### src/rtl/proc_control_fsm.sv
// Multi-cycle control unit for the 9-bit, 8-register processor: fetches an
// instruction into IR on Run, then sequences the datapath over 1-3 cycles.
module proc_control_fsm #(
   parameter int DATA_W   = 9,
   parameter int REG_BITS = 3
) (
   input  logic                Clock,
   input  logic                Reset,
   input  logic                Run,
   input  logic [DATA_W-1:0]   DIN,
   output logic                IRin,
   output logic [REG_BITS-1:0] Rin_sel,
   output logic                Rin_en,
   output logic [REG_BITS-1:0] Rout_sel,
   output logic                Rout_en,
   output logic                DINout,
   output logic                Gout,
   output logic                Ain,
   output logic                Gin,
   output logic                AddSub,
   output logic                Done,
   output logic [DATA_W-1:0]   IR,
   output logic [1:0]          fsm_state
);

   typedef enum logic [1:0] {
      T0 = 2'd0,
      T1 = 2'd1,
      T2 = 2'd2,
      T3 = 2'd3
   } state_t;

   localparam logic [2:0] OP_MV  = 3'b000;
   localparam logic [2:0] OP_MVI = 3'b001;
   localparam logic [2:0] OP_ADD = 3'b010;
   localparam logic [2:0] OP_SUB = 3'b011;

   state_t              state;
   logic [DATA_W-1:0]   ir_q;
   logic [2:0]          opcode;
   logic [REG_BITS-1:0] rx;
   logic [REG_BITS-1:0] ry;
   logic                is_arith;
   logic                fetch;

   assign opcode   = ir_q[DATA_W-1 -: 3];
   assign rx       = ir_q[2*REG_BITS-1 -: REG_BITS];
   assign ry       = ir_q[REG_BITS-1:0];
   assign is_arith = (opcode == OP_ADD) || (opcode == OP_SUB);
   assign fetch    = (state == T0) && Run;

   // Run is only looked at in T0; later states always run to completion.
   always_ff @(posedge Clock or posedge Reset) begin
      if (Reset) begin
         state <= T0;
         ir_q  <= '0;
      end else begin
         case (state)
            T0: begin
               if (fetch) begin
                  ir_q  <= DIN;
                  state <= T1;
               end
            end
            T1:      state <= is_arith ? T2 : T0;
            T2:      state <= T3;
            T3:      state <= T0;
            default: state <= T0;
         endcase
      end
   end

   // Combinational decode; everything is held at 0 while Reset is high.
   always_comb begin
      IRin     = 1'b0;
      Rin_sel  = '0;
      Rin_en   = 1'b0;
      Rout_sel = '0;
      Rout_en  = 1'b0;
      DINout   = 1'b0;
      Gout     = 1'b0;
      Ain      = 1'b0;
      Gin      = 1'b0;
      AddSub   = 1'b0;
      Done     = 1'b0;
      if (!Reset) begin
         case (state)
            T0: IRin = Run;
            T1: begin
               case (opcode)
                  OP_MV: begin
                     Rout_sel = ry;
                     Rout_en  = 1'b1;
                     Rin_sel  = rx;
                     Rin_en   = 1'b1;
                     Done     = 1'b1;
                  end
                  OP_MVI: begin
                     DINout  = 1'b1;
                     Rin_sel = rx;
                     Rin_en  = 1'b1;
                     Done    = 1'b1;
                  end
                  OP_ADD, OP_SUB: begin
                     Rout_sel = rx;
                     Rout_en  = 1'b1;
                     Ain      = 1'b1;
                  end
                  default: Done = 1'b1;
               endcase
            end
            T2: begin
               // A already holds Rx, so Rx == Ry is safe here.
               Rout_sel = ry;
               Rout_en  = 1'b1;
               Gin      = 1'b1;
               AddSub   = opcode[0];
            end
            T3: begin
               Gout    = 1'b1;
               Rin_sel = rx;
               Rin_en  = 1'b1;
               Done    = 1'b1;
            end
            default: ;
         endcase
      end
   end

   assign IR        = ir_q;
   assign fsm_state = state;

   bus_one_driver: assert property (@(posedge Clock) disable iff (Reset)
      $onehot0({Rout_en, DINout, Gout}));

endmodule

### config.mk
export PLATFORM = sky130hd
export DESIGN_NAME = proc_control_fsm
export DESIGN_NICKNAME = d
export VERILOG_FILES = /design/src/rtl/proc_control_fsm.sv
export SDC_FILE = /design/constraint.sdc
export NUM_CORES = 1
export LEC_CHECK = 0
export ABC_AREA = 1
export BUFFER_PORTS_ARGS = -buffer_cell sky130_fd_sc_hd__buf_4
export CORE_MARGIN = 2
export CORE_UTILIZATION = 45
export CTS_BUF_LIST = sky130_fd_sc_hd__clkbuf_2 sky130_fd_sc_hd__clkbuf_4 sky130_fd_sc_hd__clkbuf_8
export DETAILED_ROUTE_END_ITERATION = 10
export PLACE_DENSITY = 0.81
export SYNTH_ARGS = -nofsm -noshare
export SYNTH_HDL_FRONTEND = slang
export SYNTH_SLANG_ARGS = --single-unit
export TNS_END_PERCENT = 50
### constraint.sdc
create_clock -name Clock -period 2.51 [get_ports Clock]
set_input_delay 0.502 -clock Clock [delete_from_list [all_inputs] [get_ports Clock]]
set_output_delay 0.502 -clock Clock [all_outputs]
set_load 0.05 [all_outputs]
==> flow_summary.yaml <==
worst_setup_path:
  cp_cell_sequence: "inv_1 -> ha_1 -> nand4_2 -> a21oi_2 -> buf_4"
  cp_top_family: "flip-flops"
  critPathMaxStageDelay_ps: 430
  crit_arrival_ps: 1860
  slowest_stage: "dfrtp_1"
  cp-end-kind: "output port"
  worstPathRequired_ps: 2010
  cp_max_fo: 10
  rr_startpoint: "fsm_state[0]"
  crit_type: "reg -> out"
  cp.buffers_inverters: 2
  start_kind: "flip-flop"
placement:
  hpwl_um: 1510
  gp_congestion: 0.840
  io_buffers: 37
  post-place-cells: 140
synthesis:
  synth_common_cells: "16 x inv_1, 13 x nand2_1, 11 x dfrtp_1, 10 x nor2_1, 7 x a21oi_1"
  yosysMostFrequentCell: "inv_1"
  synth_area_leaders: "dfrtp_1 39%, ha_1 8.8%, inv_1 8.4%"
  syn_area_um2: 712
  seq_area_frac_synth_pct: 38.7
  synth_cell_type_count: 19
  ys_warn_count: 0
  yosysTopAreaCell: "dfrtp_1"
  syn-num-nets: 105
  synth.top_cell.area_share_pct: 38.7
  synth_edf_count: 0
  async_flop_share_pct: 100
  synth_flop_cell: "dfrtp_1"
  synth-seq-cells: 11
  avgSynthCellArea_um2: 8.09
  syn_inst: 88
clock_tree:
  h-tree-depth: 1
  clockBufferDepth: 2
  insertion_delay_ps: 270
  cts_tree: "yes"
  numCtsBuffers: 3
  cts_sinks: 11
  root_buffer: "clkbuf_4"
  cts_resized: 0
  cts_hold_buf: 0
  post_cts_buffers: 0
  path_clk_slew_ps: 80
timing:
  fin_crit_ps: 2360
  setup_viol: 0
  fin_crit_sh_pct: 94.2
  hold_violations: 0
  rsz0062_at_grt: "false"
  skew_ps: 2.34
  fmax_ghz: 0.423
  worst_slew_pin_slew_ps: 332
  slew_viol_final: 0
  max_slew_margin_pct: 77.9
routing:
  wl_um: 1900
  routed_via_density: 5.20
  route.detailed.drc: 0
  drtIter0Drc: 17
  ant_nets: 0
  route.vias.total: 749
  post_drt_wl_per_cell_um: 13.2
  first_pass_iters: 4
global_route:
  grt_pass1_vias: 713
  grt_max_degree: 15
  overflow: 0
  grt_pass1_wl_um: 3150
  antenna_found_initial: 0
  track_usage_pct: 22.7
floorplan:
  initial_core_util_pct: 47.8
  die_y_um: 43.8
  io_pins: 38
  die_x_um: 43.8
  num_rows: 14
  core-area_um2: 1490
  dieArea_um2: 1920
cells_and_area:
  nets: 146
  n_fill_cell: 125
  antenna_cells: 0
  drive_above_1_share_pct: 42.2
  synthToLayoutAreaGrowth_pct: 48.2
  finalNonFillerCells: 144
run:
  drv_cap: 0
status:
  status: "completed"
hold_path:
  hold_class: "in -> async"
layout make-up:
class                      count  area (um2)  area share, %
timing repair buffer          38         285           27.0
clock inverter                 1        5.00          0.474
tap                           16        20.0           1.90
multi-input combinational     59         387           36.7
inverter                      16        60.1           5.69
clock buffer                   3        22.5           2.14
sequential                    11         275           26.1
per-layer routing:
layer	global-route usage [%]	vias to the layer above	routed length, um
li1	-	363	-
met1	24.5	348	738
met2	39.7	34	978
met3	8.33	4	154
met4	9.09	0	25
met5	0	-	0
cells in the final DEF, fill, tap and decap left out, drive strengths merged:
| master | Yosys | final |
|---|---|---|
| a21boi | 2 | 2 |
| a21oi | 7 | 7 |
| a31oi | 1 | 1 |
| buf | 2 | 38 |
| clkbuf | 0 | 3 |
| clkinv | 0 | 1 |
| dfrtp | 11 | 11 |
| ha | 5 | 5 |
| inv | 16 | 16 |
| mux2 | 5 | 5 |
| nand2 | 14 | 14 |
| nand3 | 5 | 5 |
| nand4 | 5 | 5 |
| nor2 | 11 | 11 |
| nor3 | 1 | 1 |
| o21ai | 3 | 3 |
worst reg2reg max path: cells and delay by family, from the launching register on:
kind          cells  cell delay, ps
buf+inv           1             120
flops             1             450
simple gates      1             250
mux               1             380
fa+ha+maj         1             240
registers in the layout, indices dropped and copies added, names as in the netlist, named ones only:
register	count
IR	9
fsm_state	1
cells by family after synthesis:
group	share of synthesized area [%]
adders and majority gates	8.79
DFF	38.7
muxes	8.43
AOI/OAI and AO/OA	10.0
buffers and inverters	10.7
and+or+nand+nor	23.4
worst paths after layout:
kind / to / slack, ps / cells after the start
setup / recovery: Rin_sel[2] / 150 / 5
hold / removal: asynchronous set/reset pin / 210 / 2
setup reg to reg: IR[4] / 950 / 4
hold reg to reg: IR[1] / 570 / 1
max in group asynchronous: IR[8] / 1900 / 3
min in group Clock: IR[2] / 460 / 2
through the flow:
stage	utilization, %	cell area [um2]	TNS (ps)	worst slack (ps)	hold slack, ps
after floorplan	-	738	-154	-119	386
after global placement	69.0	1030	0	526	490
after detailed placement	69.0	1030	0	447	504
after CTS	70.8	1050	0	155	206
after global routing	70.8	1050	0	29.8	206
final	70.8	1050	0	146	206
Power is left out: the tool's default activity adds up to more than one toggle a clock period on the data nets, which glitch-free logic cannot reach.
